--- config.mk ---
export PLATFORM = sky130hd
export DESIGN_NAME = note_sequencer
export DESIGN_NICKNAME = d
export VERILOG_FILES = /design/src/rtl/note_sequencer.sv
export SDC_FILE = /design/constraint.sdc
export NUM_CORES = 1
export LEC_CHECK = 0
export BUFFER_PORTS_ARGS = -buffer_cell sky130_fd_sc_hd__buf_4
export CAP_MARGIN = 10
export CORE_UTILIZATION = 41
export CTS_BUF_LIST = sky130_fd_sc_hd__clkbuf_2 sky130_fd_sc_hd__clkbuf_4 sky130_fd_sc_hd__clkbuf_8
export CTS_CLUSTER_DIAMETER = 40
export DETAILED_ROUTE_END_ITERATION = 7
export PLACE_DENSITY = 0.58
export RECOVER_POWER = 100
export SYNTH_ARGS = -nofsm -noshare
export SYNTH_HDL_FRONTEND = slang
export SYNTH_SLANG_ARGS = --single-unit
--- constraint.sdc ---
create_clock -name clk -period 3.67 [get_ports clk]
set_input_delay 0 -clock clk [delete_from_list [all_inputs] [get_ports clk]]
set_output_delay 0 -clock clk [all_outputs]
set_load 0.02 [all_outputs]
--- src/rtl/note_sequencer.sv ---
// note_sequencer: host-programmed step sequencer feeding half-period values to the tone divider; SEQ_LOOP_EN enables looping playback.
module note_sequencer #(
  parameter int PERIOD_W = 32,
  parameter int STEPS    = 4,
  parameter int ADDR_W   = 2,
  parameter int STEP_LEN = 10000000,
  parameter int LEN_W    = 32
) (
  input  logic                clk,
  input  logic                rst,
  input  logic                wr_en,
  input  logic [ADDR_W-1:0]   wr_addr,
  input  logic [PERIOD_W-1:0] wr_data,
  input  logic                start,
  input  logic                stop,
  input  logic                loop,
  input  logic [ADDR_W-1:0]   last_step,
  output logic                busy,
  output logic [PERIOD_W-1:0] period,
  output logic                period_valid,
  output logic                gate,
  output logic [ADDR_W-1:0]   step_idx,
  output logic                done
);
  localparam logic IDLE = 1'b0;
  localparam logic PLAY = 1'b1;
  localparam logic [LEN_W-1:0] LAST_CNT = LEN_W'(STEP_LEN - 1);
  logic                state;
  logic [LEN_W-1:0]    cnt;
  logic [ADDR_W-1:0]   last_l, last_c, nidx;
  logic                loop_l;
  logic [PERIOD_W-1:0] tbl [STEPS];
  logic                go, at_end, adv, fin, enter;
  assign busy   = state;
  assign last_c = (32'(last_step) > STEPS - 1) ? ADDR_W'(STEPS - 1) : last_step;
  assign go     = state == IDLE && start && !stop;
  assign at_end = state == PLAY && !stop && cnt == LAST_CNT;
  assign adv    = at_end && (step_idx != last_l || loop_l);
  assign fin    = at_end && !adv;
  assign enter  = go || adv;
  assign nidx   = (go || step_idx == last_l) ? '0 : step_idx + ADDR_W'(1);
`ifdef SEQ_LOOP_EN
  always_ff @(posedge clk)
    if (rst) loop_l <= 1'b0;
    else if (go) loop_l <= loop;
`else
  logic unused_loop;
  assign unused_loop = loop;
  assign loop_l = 1'b0;
`endif
  // table is sampled only on step entry, so a same-cycle write to that entry is seen next visit
  always_ff @(posedge clk) begin
    if (rst) begin
      state        <= IDLE;
      cnt          <= '0;
      step_idx     <= '0;
      period       <= '0;
      period_valid <= 1'b0;
      gate         <= 1'b0;
      done         <= 1'b0;
      last_l       <= '0;
      for (int i = 0; i < STEPS; i++) tbl[i] <= '0;
    end else begin
      if (wr_en && 32'(wr_addr) < STEPS) tbl[wr_addr] <= wr_data;
      period_valid <= enter;
      done         <= fin;
      if (go) last_l <= last_c;
      if (enter) begin
        state    <= PLAY;
        step_idx <= nidx;
        period   <= tbl[nidx];
        gate     <= tbl[nidx] != '0;
        cnt      <= '0;
      end else if (state == PLAY && (stop || fin)) begin
        state    <= IDLE;
        step_idx <= '0;
        period   <= '0;
        gate     <= 1'b0;
        cnt      <= '0;
      end else if (state == PLAY) begin
        cnt <= cnt + LEN_W'(1);
      end
    end
  end
endmodule

After elaboration in Yosys (flattened, before gate mapping)

Memories as Yosys holds them, arrays and structs flattened.
Cells that the tools add are included.

$add $sub $neg: 2
$mul: 0
Div/mod/pow operators: 0
Magnitude comparators: 0
Eq/ne operators: 3
Shift-type cells: 0
Muxes and demuxes: 16
Bitwise operators: 1
Reduce and logical (&&, ||, !) cells: 16

Operators with widths:

| cell                  | count |
|---|---|
| $mux 32               | 3 |
| $add 32x1->32 const B | 1 |
| $eq 32x24->1 const B  | 1 |
| $reduce_bool 32->1    | 1 |
| $reduce_or 32->1      | 1 |
| $mux 1                | 9 |
| $mux 2                | 4 |
| $logic_and 1x1->1     | 7 |
| $logic_or 1x1->1      | 3 |
| $reduce_or 3->1       | 1 |
| $add 2x1->2 const B   | 1 |
| $eq 2x2->1            | 1 |
| $logic_not 1->1       | 2 |
| $ne 2x2->1            | 1 |
| $reduce_bool 2->1     | 1 |
| $not 1->1             | 1 |

Register bits after elaboration: 72
Bits in latches: 0
RAM bits: 128
Memory bits (read-only): 0
Input bits: 42
Output and inout port bits: 38
Logic and storage cells: 47
Memories: 1

Memory list:

| memory | words | bits a word | read ports | clocked after Yosys merged registers in | wr ports | line | text |
|---|---|---|---|---|---|---|---|
| tbl    | 4     | 32          | 1          | 0                                       | 4        | 32   | `logic [PERIOD_W-1:0] tbl [STEPS];` |

Longest topological paths before layout

Word-level depth: 10
Depth in mapped cells: 12
Depth with buffers taken out: 9

Worst setup path before layout

OpenSTA, ideal clock, no wires.

Path kind: register to register
From: register step_idx[0]
To: register gate
Library setup time: 0.117 ns
Arrival time: 2.303 ns
Required time: 3.553 ns
Slack: 1.251 ns
Stages on the path, launching flop included: 11
Buffers on the path: 3
Clock period less this slack: 2.419 ns
Path through: dfxtp_1 > buf_4 > buf_2 > clkbuf_1 > mux2i_1 > nor3_1 > a211oi_2 > nand4_1 > nor4_1 > nand3_1 > a22o_1

Cells in the longest elaborated chain, start to end: 7
Elaborated cells between the ends (all ways): 15
Classes of those cells: add/sub (1); eq/ne (2); mux (2); reduce/logical (9); memory (1)

Ends and longest elaborated chain:

| what                                                                 | line | text |
|---|---|---|
| start, declared                                                      | 22   | `output logic [ADDR_W-1:0] step_idx,` |
| start signal, assigned                                               | 70   | `step_idx <= nidx;` |
| parallel branches: the longest is 7 deep, another holds $mem_v2 4x32 | --   |  |
| end signal, assigned                                                 | 59   | `gate <= 1'b0;` |
| end signal, assigned                                                 | 72   | `gate <= tbl[nidx] != '0;` |
| end signal, assigned                                                 | 78   | `gate <= 1'b0;` |
| end, declared                                                        | 21   | `output logic gate,` |

Several ways; the timed one is not identified.
A chain may end at the register's enable or synchronous reset.

==> flow_summary.yaml <==
logic_synthesis:
  yosysWarningCount: 0
  syn_area_mm2: 0.008980
  synthCells: 792
  ys_seq_area_share_pct: 58.85
  syn_area_per_cell_um2: 11.34
  synth_top_area_share_pct: 42.80
  syn-num-nets: 835
  synth_cell_types: 56
  synth_seq_cells: 200
  synth_top_area_cell: "edfxtp_1"
  synthTopCellsByArea: "edfxtp_1 (43%), dfxtp_1 (16%), and2_1 (9.2%), nand2_1 (3.6%), mux2i_1 (3.3%)"
clock_network:
  tritoncts: "yes"
  postCtsSetupRepairBufs: 0
  clkLatencyLatePin_ns: 0.47
  cts_num_sinks: 200
  clk_root_buffer_cell: "clkbuf_8"
  cts_buffers: 17
  post_cts_resized: 0
  htree_levels: 4
  cts_buffer_depth: 2
  clkSlewWorstSetupHoldPaths_ns: 0.10
placement:
  pre_cts_ws_ns: 0.7003
  place.gp.congestion: 0.8046
  dp_hpwl_um: 13550
  io_buffers: 78
timing:
  min_period_ns: 3.140
  rsz0062_at_grt: "no"
  worst-slew-pin-transition_ns: 1.868
  whs_ns: 0.08935
  relSlewSlack_pct: -24.56
  finClkSkew_ns: 0.01705
  finalCritPeriodShare_pct: 85.57
  fin_tns_setup_ns: 0
  hold_violations: 0
  finalWorstSetupSlack_ns: 0.5297
  setup_viol: 0
  report.final.slew_viol_count: 165
  fmax_mhz: 318.4
global_route:
  grt_pass1_vias: 6276
  grtUsageMet1_pct: 27.03
  grt_util_all_layers_pct: 20.59
  top_usage_layer: "met2"
  grt_util_met2_pct: 34.91
  antenna_found_initial: 0
  grt_use_met3_pct: 3.110
  grt_max_degree: 41
  overflow: 0
  grt_pass1_wl_um: 34530
worst_setup_path:
  cp-start-kind: "input port"
  critPathMaxFanout: 33
  crit_required_ns: 3.73
  reg2regPathDepth: 9
  critical_path_class: "input port to register"
  cp.arrival_ns: 3.20
  crit_path_end_kind: "register"
  reg2reg_slack_ns: 0.57
power:
  p_leak_uw: 0.003611
  ir_worst_vdd_mv: 0.2159
  power.density_mw_per_mm2: 432.4
floorplanning:
  num_rows: 53
  core_mm2: 0.02122
  initial_core_util_pct: 42.32
  die_h_um: 150.0
  die-area_mm2: 0.02250
  die_w_um: 150.0
  ios: 80
run_status:
  violations: "capacitance limit, slew limit"
  run_status: "finished with violations"
layout:
  final_common_cell: "edfxtp_1"
  postLayoutCoreUtil_pct: 49.04
  synthToLayoutAreaGrowth_pct: 15.90
  layout_common_cells: "edfxtp_1 (128), and2_1 (86), nand2_1 (85)"
  diodes: 0
  layout.nets: 935
  drive_above_1_share_pct: 11.16
detailed_routing:
  routed_wl_um: 22180
  routedWlPerCell_um: 18.80
  drtIter0Drc: 439
  drt_pre_antenna_iters: 5
  route.vias.total: 6340
  drtAntennaViolNets: 0
  via_per_inst: 5.373
  drc_errors: 0
min_path:
  min_path_type: "input port to register"
  hold_depth: 5
job:
  cap_viol_max_count: 6
sequential cells by signal, summed over array words and instances (netlist names):
name / cells
busy: 1
step_idx: 2
tbl: 128
gate: 1
last_l: 2
cnt: 32
period_valid: 1
done: 1
period: 32
power breakdown:
group | internal (uW) | switching (uW) | total, uW | leakage, uW
logic | 151 | 258 | 409 | 0.00157
registers | 2530 | 53.0 | 2580 | 0.00183
clock network | 720 | 786 | 1510 | 0.000211
metal layers:
metal | up-vias | share of wire [%]
met5 | - | 0
met4 | 0 | 1.2
met3 | 16 | 4.1
met2 | 160 | 49
met1 | 3148 | 46
li1 | 3016 | -
final timing paths:
path,start,to
worst max-delay path,rst,tbl[1][10]$_SDFFCE_PN0P_
worst min-delay path,stop,done$_SDFF_PP0_
worst max register to register,step_idx[1]$_SDFFE_PP0P_,gate$_SDFFE_PP0P_
worst min register to register,period[28]$_SDFFE_PP0P_,period[28]$_SDFFE_PP0P_
cell type report:
| cell class | instances | area, um^2 |
|---|---|---|
| Inverter | 6 | 22.52 |
| Fill cell | 1977 | 10810 |
| Clock buffer | 20 | 262.8 |
| Multi-Input combinational cell | 534 | 3378 |
| Tap cell | 275 | 344.1 |
| Clock inverter | 12 | 163.9 |
| Timing Repair Buffer | 133 | 949.7 |
| Sequential cell | 200 | 5286 |
critical path: stages:
cell           delay, ns
dlygate4sd3_1       0.53
clkbuf_1            0.29
nand2b_1            0.30
nor3b_1             0.21
buf_4               0.42
or2_1               1.42
metrics by stage:
stage | instance area [um^2] | total power, uW | cells
6_report | 10410 | 4500 | 1180
5_1_grt | 10410 | 4671 | 1180
4_1_cts | 10600 | 4556 | 1180
3_5_place_dp | 9787 | 3040 | 1109
3_3_place_gp | 9787 | 3025 | 1109
2_1_floorplan | 8980 | 2855 | 792
Yosys cell counts (all sizes together):
cell type  instances
a32o               1
xor2              18
nor2              45
a32oi             28
clkbuf            29
a211o              1
o21bai             1
a22o               1
o221a              2
and2b              2
nor3b              4
o31ai              1
buf               23
xnor2             13
nor4b              1
a2111oi            1
nor2b              5
a21oi              7
a221oi             1
and2             132
a21o               1
o21ai             37
inv                6
nand2b             4
nor3               5
a31o               1
or2                5
and3              30
nor4bb             1
mux2i             30
edfxtp           128
dfxtp             72
a211oi             1
nand4             17
nand2             85
nor4               6
o32a               3
or4                1
or3               30
nand3             10
ha                 1
o41ai              2
kinds of logic after synthesis:
group | Yosys count | synth area share (%)
xor+xnor | 31 | 3.107
compound gates | 89 | 7.204
mux | 30 | 3.344
buf+inv | 58 | 3.483
flops | 200 | 58.85
fa+ha+maj | 1 | 0.1393
simple gates | 383 | 23.87
timing repair:
action	CTS	global route
setup endpoints to repair	0	0
endpoints found under the hold margin	132	0
hold buffers	39	0
No activity file was read; power rests on OpenSTA's default activity.
